<file path="src/rtl/serial_addsub_4bit_pkg.sv">
// serial_addsub_4bit_pkg: shared state encoding and sizing for the serial adder/subtractor
package serial_addsub_4bit_pkg;
   localparam int DEF_WIDTH = 4;
   typedef enum logic [1:0] {
      ST_IDLE  = 2'd0,
      ST_SHIFT = 2'd1,
      ST_DONE  = 2'd2
   } state_e;
   function automatic int cnt_width(input int w);
      return $clog2(w);
   endfunction
endpackage

</file>
<file path="src/rtl/serial_addsub_4bit_fa_cell.sv">
// serial_fa_cell: combinational 1-bit full adder shared by serial datapaths
module serial_fa_cell (
   input  logic x,
   input  logic y,
   input  logic ci,
   output logic s,
   output logic co
);
   assign s  = x ^ y ^ ci;
   assign co = (x & y) | (ci & (x ^ y));
endmodule

</file>
<file path="src/rtl/serial_addsub_4bit.sv">
// serial_addsub_4bit: LSB-first bit-serial adder/subtractor with start/done handshake
module serial_addsub_4bit
   import serial_addsub_4bit_pkg::*;
#(
   parameter int WIDTH = DEF_WIDTH
) (
   input  logic             clk,
   input  logic             reset_n,
   input  logic             start,
   input  logic             sub,
   input  logic [WIDTH-1:0] a,
   input  logic [WIDTH-1:0] b,
   input  logic             cin,
   output logic             busy,
   output logic             done,
   output logic [WIDTH-1:0] sum,
   output logic             carry,
   output logic             overflow
);
   localparam int CW = cnt_width(WIDTH);

   state_e           state_q, state_d;
   logic [WIDTH-1:0] a_q, a_d, b_q, b_d, r_q, r_d, sum_q, sum_d;
   logic [CW-1:0]    cnt_q, cnt_d;
   logic             c_q, c_d, carry_q, carry_d, ovf_q, ovf_d;
   logic             fa_s, fa_co;

   serial_fa_cell u_fa (
      .x  (a_q[0]),
      .y  (b_q[0]),
      .ci (c_q),
      .s  (fa_s),
      .co (fa_co)
   );

   // Next-state and datapath: latch operands in IDLE, one bit per edge in SHIFT, publish on the last bit
   always_comb begin
      state_d = state_q;
      a_d     = a_q;
      b_d     = b_q;
      r_d     = r_q;
      cnt_d   = cnt_q;
      c_d     = c_q;
      sum_d   = sum_q;
      carry_d = carry_q;
      ovf_d   = ovf_q;
      case (state_q)
         ST_IDLE: if (start) begin
            a_d     = a;
            b_d     = sub ? ~b : b;
            c_d     = sub | cin;
            cnt_d   = '0;
            state_d = ST_SHIFT;
         end
         ST_SHIFT: begin
            a_d   = a_q >> 1;
            b_d   = b_q >> 1;
            r_d   = {fa_s, r_q[WIDTH-1:1]};
            c_d   = fa_co;
            cnt_d = cnt_q + 1'b1;
            if (cnt_q == CW'(WIDTH - 1)) begin
               sum_d   = {fa_s, r_q[WIDTH-1:1]};
               carry_d = fa_co;
               ovf_d   = c_q ^ fa_co;
               state_d = ST_DONE;
            end
         end
         ST_DONE: state_d = ST_IDLE;
         default: state_d = ST_IDLE;
      endcase
   end

   // State, operand, partial-result and result registers
   always_ff @(posedge clk or negedge reset_n) begin
      if (!reset_n) begin
         state_q <= ST_IDLE;
         a_q     <= '0;
         b_q     <= '0;
         r_q     <= '0;
         cnt_q   <= '0;
         c_q     <= 1'b0;
         sum_q   <= '0;
         carry_q <= 1'b0;
         ovf_q   <= 1'b0;
      end else begin
         state_q <= state_d;
         a_q     <= a_d;
         b_q     <= b_d;
         r_q     <= r_d;
         cnt_q   <= cnt_d;
         c_q     <= c_d;
         sum_q   <= sum_d;
         carry_q <= carry_d;
         ovf_q   <= ovf_d;
      end
   end

   assign busy     = (state_q == ST_SHIFT);
   assign done     = (state_q == ST_DONE);
   assign sum      = sum_q;
   assign carry    = carry_q;
   assign overflow = ovf_q;
endmodule

</file>
<file path="config.mk">
export PLATFORM = sky130hd
export DESIGN_NAME = serial_addsub_4bit
export DESIGN_NICKNAME = d
export VERILOG_FILES = /design/src/rtl/serial_addsub_4bit_pkg.sv /design/src/rtl/serial_addsub_4bit_fa_cell.sv /design/src/rtl/serial_addsub_4bit.sv
export SDC_FILE = /design/constraint.sdc
export NUM_CORES = 1
export LEC_CHECK = 0
export BUFFER_PORTS_ARGS = -buffer_cell sky130_fd_sc_hd__buf_2
export CAP_MARGIN = 20
export CORE_MARGIN = 5
export CORE_UTILIZATION = 35
export CTS_CLUSTER_DIAMETER = 30
export DETAILED_ROUTE_END_ITERATION = 10
export PLACE_DENSITY = 0.58
export SLEW_MARGIN = 20
export SYNTH_ARGS = -nofsm -noshare
export SYNTH_HDL_FRONTEND = slang
export SYNTH_SLANG_ARGS = --single-unit
</file>
<file path="constraint.sdc">
create_clock -name clk -period 3.9 [get_ports clk]
set_clock_uncertainty 0.15 [all_clocks]
set_input_delay 0.78 -clock clk [delete_from_list [all_inputs] [get_ports clk]]
set_output_delay 0.78 -clock clk [all_outputs]
set_load 0.05 [all_outputs]
</file>
==> results.txt <==
----------------------------------------------------
[Clock tree]
  Clock insertion delay at the later pin of the skew report ... 0.30 ns
  Max Buffers Root-to-Sink ... 2
  Clk slew on worst S/H paths ... 0.12 ns
  Clock tree from TritonCTS ... built
  Buffer cell driving the clock tree root ... clkbuf_4
  Setup fix buffers added after clock tree synthesis ... 0
  Count of instances resized after the clock tree is built ... 0
  Num CTS Buffers ... 3
  CTS H-tree depth ... 1
  CTS Sinks ... 22
  CTS hold repair buffers ... 0

[Drt]
  DR iter-0 viols ... 46
  Drt pass-1 iters ... 3
  Average wire length per cell after detail routing ... 13.4 microns
  Number of vias in the routed layout ... 693
  Total wire length ... 1860 microns
  Residual antenna-violating net count after detailed routing ... 0
  Avg Vias per Cell ... 4.99
  Residual DRC count ... 0

[Power and ir drop]
  Switching part of the total power ... 42.5%
  Total chip power ... 0.991 mW
  Gate power share ... 45.4%
  Net load switching power ... 0.421 mW
  Pwr per Cell Area ... 830 nW/um^2
  Portion of total power attributed to sequential cells ... 42.0%
  Internal power ... 0.569 mW
  Relative contribution of the clock network to total power ... 12.5%
  Largest vdd supply drop ... 0.320 mV
  Leakage power total ... 0.565 nW

[STA]
  Headroom to the max-slew limit ... 67.5%
  Hold violation count in the final report ... 0
  Final-layout setup total negative slack ... 0 ns
  Setup repair after global routing missed its margin ... no
  Final max-slew violation count ... 0
  Slew of the pin with the lowest slew margin ... 0.488 ns
  Final Critical Period ... 2.61 ns
  Worst slack on hold paths ... 0.269 ns
  Final Setup Violations ... 0
  Final clock period utilization by the worst path ... 66.8%
  Highest clock frequency the design can meet ... 384 MHz

[Outcome]
  Outcome ... finished, final reports clean

[Setup path]
  Required time at the endpoint of the critical path ... 2.97 ns
  Max FO, Critical Path ... 14
  Worst setup path startpoint ... state_q[0]
  Cells traversed along the worst timing path ... nor2b_4 > buf_2
  Critical Path Slowest Stage Cell ... dfrtp_1
  CP Class ... flop to output pin
  Endpoint arrival time on the critical path ... 1.68 ns
  Timing endpoint of the critical path ... busy
  Worst stage delay on the critical path ... 0.65 ns
  Setup crit start kind ... flop
  R2r setup slk ... 2.23 ns
  R2r worst-path depth ... 2
  Worst r2r dst ... r_q[3]
  R2R Path Start ... state_q[0]
  Setup crit end kind ... output pin

[Synth]
  Netlist Area Pre-Place ... 1040 sq um
  Cell type contributing the most total cell area after synthesis ... dfrtp_1
  Proportion of netlist area held by the largest area contributor ... 52.7%
  Average instance area after synthesis ... 11.9 sq um
  Library cells used by synthesis ... 26
  Register bit count reported by yosys ... 22
  Seq/Total Area, Yosys ... 52.7%
  Net count after synthesis ... 103
  Number of synthesis warnings ... 0
  Cell count after synthesis ... 88
  Largest cells by area after synthesis ... dfrtp_1, mux2_2, xnor2_1

[Placement]
  Port-buffer cells ... 20
  Post-detail-place hpwl ... 1380 microns
  GPL Wtd Cong ... 0.737

[Layout]
  Share of layout cells above drive strength 1 ... 33.3%
  Layout overhead on the synthesized area ... 14.3%
  Post-Route Utilization ... 42.6%
  Leading cell type in the layout, fill and taps excluded ... dfrtp_1
  Inserted Diodes ... 0
  Nets@finish ... 124
  Commonest cells after routing, fill and taps aside ... dfrtp_1, buf_2, nand2_1

[Global routing]
  Antenna violations before repair ... 0
  Wire length of the first global-routing pass ... 3240 microns
  GRT met2 Usage ... 16.4%
  Busiest layer in global routing ... met2
  Maximum number of pins on one net before global-route repair ... 23
  Routing usage on met3 ... 2.94%
  Met1 usage in global routing ... 11.8%
  GRT Resource Usage Total ... 9.88%
  Final global-route overflow total ... 0
  Vias in the first global route ... 713

[Floorplanning]
  Number of placed I/O pins ... 21
  CORE AREA ... 2810 sq um
  Std cell rows ... 19
  Die span in x ... 64.6 microns
  Height of the die ... 64.6 microns
  Die Outline Area ... 4180 sq um
  Initial Utilization ... 37.2%

[Run]
  Max_cap viols ... 0

[Hold path]
  Worst min-delay path class ... input port to async pin

----------------------------------------------------
==> layout make-up <==
cell class / count / area (sq um)
multi-input combinational: 60 / 460
fill: 280 / 1610
tap: 31 / 38.8
clock buffer: 4 / 36.3
inverter: 2 / 7.51
timing repair buffer: 20 / 100
sequential: 22 / 551
==> registers in the layout, indices dropped and copies added (netlist names) <==
register	cells
c_q	1
b_q	4
overflow	1
a_q	4
r_q	3
carry	1
sum	4
state_q	2
cnt_q	2
==> critical path: cells and delay by family (launching register included) <==
| family | cells | cell delay, ns |
|---|---|---|
| and+or+nand+nor | 1 | 0.40 |
| buffers and inverters | 1 | 0.33 |
| DFF | 1 | 0.65 |
==> logic make-up after synthesis <==
kind of cell             synth area share, %
multiplexers                            10.7
buffers and inverters                   3.23
flip-flops                              52.7
AO/OA/AOI/OAI                           13.3
XOR/XNOR                                4.19
AND/OR/NAND/NOR                         12.8
adder cells (fa/ha/maj)                 3.11
==> through the flow <==
stage	setup slack [ns]	instances	instance area, sq um
floorplan	1.63	88	1040
global placement	1.68	135	1160
detailed placement	1.62	135	1160
CTS	1.28	139	1190
global route	1.18	139	1190
finish	1.29	139	1190
==> routing by layer <==
| metal | up-vias | share of wire, % |
|---|---|---|
| li1 | 346 | - |
| met1 | 335 | 48 |
| met2 | 10 | 48 |
| met3 | 2 | 3.3 |
| met4 | 0 | 1.2 |
| met5 | - | 0 |
==> synth_stat cells <==
master and count:
or2_2 1, nor2b_4 1, a21oi_1 5, nand2_1 8, nor2b_1 5, dfrtp_1 22, buf_6 1, nor2_1 2
buf_2 3, xnor2_1 5, mux2i_1 1, o221ai_1 2, fa_1 1, mux2_1 2, and2b_1 1, o211ai_1 1
inv_1 2, o21ai_0 7, mux2_2 7, o21bai_1 1, a22o_1 1, nand3b_4 1, ha_1 1, a22oi_1 5
nand2b_2 1, and2b_2 1
==> worst min path at each step <==
stage | to | start | depth (start not counted) | slack (ns)
5_1_grt | sum[2] | reset_n | 1 | 0.28
4_1_cts | sum[2] | reset_n | 1 | 0.28
2_1_floorplan | b_q[3] | b_q[3] | 2 | 0.30
6_report | sum[1] | reset_n | 1 | 0.27
3_5_place_dp | overflow | overflow | 2 | 0.33
3_3_place_gp | overflow | overflow | 2 | 0.31
==> power groups by stage <==
stage	Clock [mW]	Sequential [mW]	Combinational [mW]
2_1_floorplan	0	0.487	0.301
3_3_place_gp	0	0.418	0.453
3_5_place_dp	0	0.425	0.457
4_1_cts	0.129	0.419	0.459
5_1_grt	0.140	0.436	0.491
6_report	0.124	0.417	0.450
(Power assumes the default switching activity.)
